## config.mk

```make
export PLATFORM = sky130hd
export DESIGN_NAME = lcg_stim_gen_flat
export DESIGN_NICKNAME = d
export VERILOG_FILES = /design/src/rtl/lcg_stim_gen_if.sv /design/src/rtl/lcg_stim_gen.sv /design/src/flat_wrapper.sv
export SDC_FILE = /design/constraint.sdc
export NUM_CORES = 2
export LEC_CHECK = 0
export ABC_AREA = 1
export CAP_MARGIN = 20
export CORE_MARGIN = 4
export CORE_UTILIZATION = 40
export DETAILED_ROUTE_END_ITERATION = 8
export GPL_TIMING_DRIVEN = 0
export PLACE_DENSITY = 0.56
export SLEW_MARGIN = 10
export SYNTH_ARGS = -nofsm -noshare
export SYNTH_HDL_FRONTEND = slang
export SYNTH_SLANG_ARGS = --single-unit
```

## constraint.sdc

```tcl
create_clock -name clk -period 102.3 [get_ports clk]
set_input_delay 30.69 -clock clk [delete_from_list [all_inputs] [get_ports clk]]
set_output_delay 30.69 -clock clk [all_outputs]
set_load 0.05 [all_outputs]
```

## src/rtl/lcg_stim_gen_if.sv

```systemverilog
// lcg_stim_gen_if: control and stimulus bus of the LCG stimulus generator.
//   Controls (master -> slave): start, cycles, mode, pause, seed_load, seed.
//   Results  (slave -> master): stim_out, stim_valid, cyc_count, busy, done, rng_state_o.
// The generator connects through the slave modport; whoever drives it uses master.
interface lcg_stim_gen_if #(
    parameter int unsigned OUT_W = 135,
    parameter int unsigned CNT_W = 16
);
    logic             start;
    logic [CNT_W-1:0] cycles;
    logic [1:0]       mode;
    logic             pause;
    logic             seed_load;
    logic [31:0]      seed;

    logic [OUT_W-1:0] stim_out;
    logic             stim_valid;
    logic [CNT_W-1:0] cyc_count;
    logic             busy;
    logic             done;
    logic [31:0]      rng_state_o;

    modport master (
        output start, cycles, mode, pause, seed_load, seed,
        input  stim_out, stim_valid, cyc_count, busy, done, rng_state_o
    );

    modport slave (
        input  start, cycles, mode, pause, seed_load, seed,
        output stim_out, stim_valid, cyc_count, busy, done, rng_state_o
    );
endinterface

```

## src/rtl/lcg_stim_gen.sv

```systemverilog
// lcg_stim_gen: on-chip pseudo-random stimulus generator using the same LCG as the
// simulation flow (state = state * 0x41C64E6D + 0x3039, mod 2^32).
// Ports:
//   clk    - rising-edge clock
//   rst_n  - synchronous active-low reset
//   bus    - lcg_stim_gen_if.slave: run controls in, registered stimulus/status out
// A run emits cycles+1 vectors, each built from ceil(OUT_W/32) chained LCG steps with the
// first step in the least-significant 32 bits.
module lcg_stim_gen #(
    parameter int unsigned OUT_W = 135,
    parameter logic [31:0] SEED  = 32'hDBE91D0A,
    parameter int unsigned CNT_W = 16
) (
    input logic          clk,
    input logic          rst_n,
    lcg_stim_gen_if.slave bus
);
    localparam int unsigned K  = (OUT_W + 31) / 32;
    localparam int unsigned WW = K * 32;

    typedef enum logic [1:0] {StIdle, StRun, StDone} state_e;
    typedef enum logic [1:0] {ModeLcg, ModeHold, ModeWalk, ModeToggle} mode_e;

    state_e           state_q, state_d;
    mode_e            mode_q, mode_d;
    logic [31:0]      rng_q, rng_d;
    logic [OUT_W-1:0] stim_q, stim_d;
    logic             valid_q, valid_d;
    logic [CNT_W-1:0] cyc_q, cyc_d;
    logic [CNT_W-1:0] cycles_q, cycles_d;
    logic             done_q, done_d;
    // Set while paused: the first unpaused cycle re-presents the held vector as valid.
    logic             held_q, held_d;

    logic [31:0]      lcg_base;
    logic [WW-1:0]    lcg_wide;

    // K chained steps; the top 32 bits are the K-th result, i.e. the new LCG state.
    function automatic logic [WW-1:0] lcg_build(input logic [31:0] s_in);
        logic [WW-1:0] v;
        logic [31:0]   s;
        v = '0;
        s = s_in;
        for (int j = 0; j < int'(K); j++) begin
            s = s * 32'h41C64E6D + 32'h0000_3039;
            v[32*j +: 32] = s;
        end
        return v;
    endfunction

    // A seed loaded on the same edge as start feeds vec0 directly.
    always_comb begin
        lcg_base = rng_q;
        if (state_q != StRun && bus.seed_load) begin
            lcg_base = bus.seed;
        end
        lcg_wide = lcg_build(lcg_base);
    end

    always_comb begin
        state_d  = state_q;
        mode_d   = mode_q;
        rng_d    = rng_q;
        stim_d   = stim_q;
        valid_d  = valid_q;
        cyc_d    = cyc_q;
        cycles_d = cycles_q;
        done_d   = done_q;
        held_d   = held_q;

        unique case (state_q)
            StIdle, StDone: begin
                if (bus.seed_load) begin
                    rng_d = bus.seed;
                end
                if (bus.start) begin
                    state_d  = StRun;
                    mode_d   = mode_e'(bus.mode);
                    cycles_d = bus.cycles;
                    cyc_d    = '0;
                    valid_d  = 1'b1;
                    done_d   = 1'b0;
                    held_d   = 1'b0;
                    if (mode_e'(bus.mode) == ModeWalk) begin
                        stim_d    = '0;
                        stim_d[0] = 1'b1;
                    end else begin
                        stim_d = lcg_wide[OUT_W-1:0];
                        rng_d  = lcg_wide[WW-1 -: 32];
                    end
                end
            end
            StRun: begin
                if (bus.pause) begin
                    valid_d = 1'b0;
                    held_d  = 1'b1;
                end else if (held_q) begin
                    valid_d = 1'b1;
                    held_d  = 1'b0;
                end else if (cyc_q == cycles_q) begin
                    state_d = StDone;
                    valid_d = 1'b0;
                    done_d  = 1'b1;
                end else begin
                    cyc_d = cyc_q + CNT_W'(1);
                    unique case (mode_q)
                        ModeLcg: begin
                            stim_d = lcg_wide[OUT_W-1:0];
                            rng_d  = lcg_wide[WW-1 -: 32];
                        end
                        ModeHold: begin
                            stim_d = stim_q;
                        end
                        ModeWalk: begin
                            // Rotate left: one-hot position is (n mod OUT_W).
                            stim_d = (stim_q << 1) | (stim_q >> (OUT_W - 1));
                        end
                        ModeToggle: begin
                            // Current index even -> next is odd -> invert.
                            if (!cyc_q[0]) begin
                                stim_d = ~stim_q;
                            end else begin
                                stim_d = lcg_wide[OUT_W-1:0];
                                rng_d  = lcg_wide[WW-1 -: 32];
                            end
                        end
                    endcase
                end
            end
            default: begin
                state_d = StIdle;
            end
        endcase
    end

    always_ff @(posedge clk) begin
        if (!rst_n) begin
            state_q  <= StIdle;
            mode_q   <= ModeLcg;
            rng_q    <= SEED;
            stim_q   <= '0;
            valid_q  <= 1'b0;
            cyc_q    <= '0;
            cycles_q <= '0;
            done_q   <= 1'b0;
            held_q   <= 1'b0;
        end else begin
            state_q  <= state_d;
            mode_q   <= mode_d;
            rng_q    <= rng_d;
            stim_q   <= stim_d;
            valid_q  <= valid_d;
            cyc_q    <= cyc_d;
            cycles_q <= cycles_d;
            done_q   <= done_d;
            held_q   <= held_d;
        end
    end

    assign bus.stim_out    = stim_q;
    assign bus.stim_valid  = valid_q;
    assign bus.cyc_count   = cyc_q;
    assign bus.busy        = (state_q == StRun);
    assign bus.done        = done_q;
    assign bus.rng_state_o = rng_q;
endmodule

```

## src/flat_wrapper.sv

```systemverilog
// flat-port wrapper written by rule: the top's interface ports become plain ports
module lcg_stim_gen_flat 
#(
    parameter int unsigned OUT_W = 135,
    parameter logic [31:0] SEED  = 32'hDBE91D0A,
    parameter int unsigned CNT_W = 16
)
  (clk, rst_n, bus_start, bus_cycles, bus_mode, bus_pause, bus_seed_load, bus_seed, bus_stim_out, bus_stim_valid, bus_cyc_count, bus_busy, bus_done, bus_rng_state_o);
  lcg_stim_gen_if #(.OUT_W(OUT_W), .CNT_W(CNT_W)) bus_i ();
  input logic clk;
  input logic rst_n;
  input wire logic [$bits(bus_i.start)-1:0] bus_start;
  input wire logic [$bits(bus_i.cycles)-1:0] bus_cycles;
  input wire logic [$bits(bus_i.mode)-1:0] bus_mode;
  input wire logic [$bits(bus_i.pause)-1:0] bus_pause;
  input wire logic [$bits(bus_i.seed_load)-1:0] bus_seed_load;
  input wire logic [$bits(bus_i.seed)-1:0] bus_seed;
  output wire logic [$bits(bus_i.stim_out)-1:0] bus_stim_out;
  output wire logic [$bits(bus_i.stim_valid)-1:0] bus_stim_valid;
  output wire logic [$bits(bus_i.cyc_count)-1:0] bus_cyc_count;
  output wire logic [$bits(bus_i.busy)-1:0] bus_busy;
  output wire logic [$bits(bus_i.done)-1:0] bus_done;
  output wire logic [$bits(bus_i.rng_state_o)-1:0] bus_rng_state_o;
  assign bus_i.start = bus_start;
  assign bus_i.cycles = bus_cycles;
  assign bus_i.mode = bus_mode;
  assign bus_i.pause = bus_pause;
  assign bus_i.seed_load = bus_seed_load;
  assign bus_i.seed = bus_seed;
  assign bus_stim_out = bus_i.stim_out;
  assign bus_stim_valid = bus_i.stim_valid;
  assign bus_cyc_count = bus_i.cyc_count;
  assign bus_busy = bus_i.busy;
  assign bus_done = bus_i.done;
  assign bus_rng_state_o = bus_i.rng_state_o;
  lcg_stim_gen #(.OUT_W(OUT_W), .SEED(SEED), .CNT_W(CNT_W)) u_core (.clk(clk), .rst_n(rst_n), .bus(bus_i));
endmodule
```

==> flow_summary_export.csv <==
group,metric,value,unit
outcome,status,"finished clean",
min_path,hp-class,"register to register",
synth,ys_seq_area_share,7.21,%
synth,syn_area,57200,um2
worst_setup_path,r2r_cells,123,
global_routing,grt_max_degree,36,
clocking,root_buffer,"clkbuf_16",
placed_design,globalplace.congestion,0.962,
timing,rsz0062_at_grt,"no",
worst_setup_path,worstSetupPathType,"input pin to register",
worst_setup_path,start_kind,"input pin",
synth,synth_seq_cells,206,
routing,first_pass_iters,6,
timing,setup_viol,0,
global_routing,grt_use_total,28.2,%
floorplan,die_y,386,um
worst_setup_path,crit_family,"adder cells",
synth,synth_area_leader_cell,"fa_1",
clocking,clock-sinks,206,
timing,period_needed,63.32,ns
synth,synthCells,6890,
synth,synth_top_cell_area_share,32.8,%
placed_design,dpl_cell_area,62300,um2
worst_setup_path,critPathMaxStageDelay,0.70,ns
synth,synth_area_leaders,"fa_1 (33%), ha_1 (22%), inv_1 (13%)",
floorplan,initial_core_util,40.3,%
worst_setup_path,required,102.77,ns
synth,synth_edf_count,0,
clocking,cts.path.max_buffers,3,
timing,timing.fmax,0.0158,GHz
floorplan,coreArea,142000,um2
worst_setup_path,cp-end-kind,"register",
placed_design,port_buffers,240,
finish,fin_area,63200,um2
clocking,cts_setup_buffers,0,
floorplan,io-pin-count,241,
routing,wl_per_cell,23.2,um
clocking,htreeDepth,1,
finish,drive_gt1_share,2.20,%
clocking,cts_tree,"yes",
timing,setup_ws,38.98,ns
global_routing,grt_overflow,0,
timing,relSlewSlack,14.7,%
synth,synth_warnings,0,
floorplan,die_width,386,um
synth,synthDistinctLibCells,56,
worst_setup_path,regToRegSetupSlack,69.14,ns
timing,fin_tns_setup,0,ns
finish,area_delta_synth_final,10.4,%
finish,final_util,44.5,%
timing,hold_viol_final,0,
worst_setup_path,path_depth,123,
routing,viasPerCell,5.19,
floorplan,placementRows,138,
run,drv_cap,0,
worst_setup_path,crit_top_cell,"inv_1",
clocking,cts_resized,0,
synth,synth.avg_cell_area,8.31,um2
timing,clock_skew,0.0129,ns
clocking,clk_latency,0.58,ns
synth,async_flop_share,0,%
worst_setup_path,cp_slowest_cell,"xnor2_1",
worst_setup_path,cp_data_arrival_time,63.79,ns
timing,worst_pin_slew,1.27,ns
routing,drc,0,
global_routing,grt_pass1_vias,48248,
worst_setup_path,crit_buf_inv,43,
clocking,numCtsBuffers,26,
routing,vias,47189,
worst_setup_path,cp_max_fo,10,
routing,first_iter_violations,3709,
synth,synth_ff_type,"dfxtp_1",
routing,antenna_left,0,
global_routing,grt_pass1_wl,311,mm
timing,post-route-period-util,61.9,%
clocking,clk_pin_slew_worst_paths,0.06,ns
synth,synth_nets,8890,
placed_design,dp_slack,38.70,ns
min_path,hold_depth,1,
clocking,postCtsHoldBufs,0,
timing,report.final.slew_viol_count,0,
global_routing,antenna_found_initial,5,
floorplan,die_area,149000,um2
routing,wl,211,mm
finish,num-nets-final,9180,
placed_design,dp_hpwl,183,mm
==> cells in the mapped netlist (31+ instances only) <==
library cell,number
xor2_1,148
o21ai_0,303
or2_2,40
nor2_1,179
a31oi_1,66
nand2_1,849
a21oi_1,338
xnor2_1,87
nand3_1,157
dfxtp_1,206
o211ai_1,48
fa_1,937
clkbuf_1,133
ha_1,1008
inv_1,2029
o221ai_1,65
a221oi_1,31
==> state kept, by name, indices dropped and copies added (netlist names) <==
register	count
u_core.bus.done	1
u_core.state_q	2
u_core.bus.stim_out	135
u_core.held_q	1
u_core.mode_q	2
u_core.cycles_q	16
u_core.bus.cyc_count	16
u_core.bus.stim_valid	1
u_core.bus.rng_state_o	32
==> per-stage QoR <==
stage | hold WS, ns | instances
2_1_floorplan | 0.445 | 6890
3_3_place_gp | 0.456 | 9020
3_5_place_dp | 0.461 | 9040
4_1_cts | 0.476 | 9085
5_1_grt | 0.507 | 9087
6_report | 0.475 | 9088
==> final timing paths <==
path	startpoint	to
hold / removal	u_core.bus.done	u_core.bus.done
setup reg to reg	u_core.state_q[0]	u_core.bus.rng_state_o[31]
setup / recovery	bus_seed_load	u_core.bus.rng_state_o[31]
hold reg to reg	u_core.bus.done	u_core.bus.done
==> layout make-up <==
cell class	count	area [um2]
antenna	1	2.50
buffer	147	583
clock buffer	38	807
clock inverter	7	114
fill	14320	78700
inverter	2041	7660
multi-input combinational	4496	44900
sequential	206	4120
tap	1890	2360
timing repair buffer	262	2640
==> placed cells by master, fill, tap and decap left out, drive strengths merged, types with 20 or more instances in the layout <==
| cell type | n |
|---|---|
| dfxtp | 206 |
| a221oi | 31 |
| nand4 | 20 |
| o21ai | 317 |
| ha | 1008 |
| xor2 | 150 |
| a211oi | 28 |
| nand3 | 160 |
| a21oi | 341 |
| a31oi | 66 |
| o221ai | 65 |
| clkdlybuf4s50 | 240 |
| nor2 | 179 |
| fa | 937 |
| nand2 | 869 |
| clkbuf | 172 |
| or2 | 41 |
| o211ai | 48 |
| buf | 35 |
| o22ai | 26 |
| nor3 | 23 |
| xnor2 | 87 |
| o21bai | 24 |
| inv | 2039 |
==> layer usage <==
layer  track usage, %  routed length [um]
met1             38.5               90600
met2             44.0               91900
met3             6.51               19700
met4             9.22                8570
met5                0                  14
==> cells by family (layout without fill, tap and decap cells) <==
logic type	after synthesis	count (layout)	share of synthesized area, %
XOR/XNOR	239	239	3.73
buffers and inverters	2188	2495	14.4
flip-flops	206	206	7.21
adder cells (fa/ha/maj)	1945	1945	54.8
AND/OR/NAND/NOR	1322	1322	9.67
other	0	1	0
AO/OA/AOI/OAI	990	990	10.2
Power is left out: the tool's default activity adds up to more than one toggle a clock period on the data nets, which glitch-free logic cannot reach.
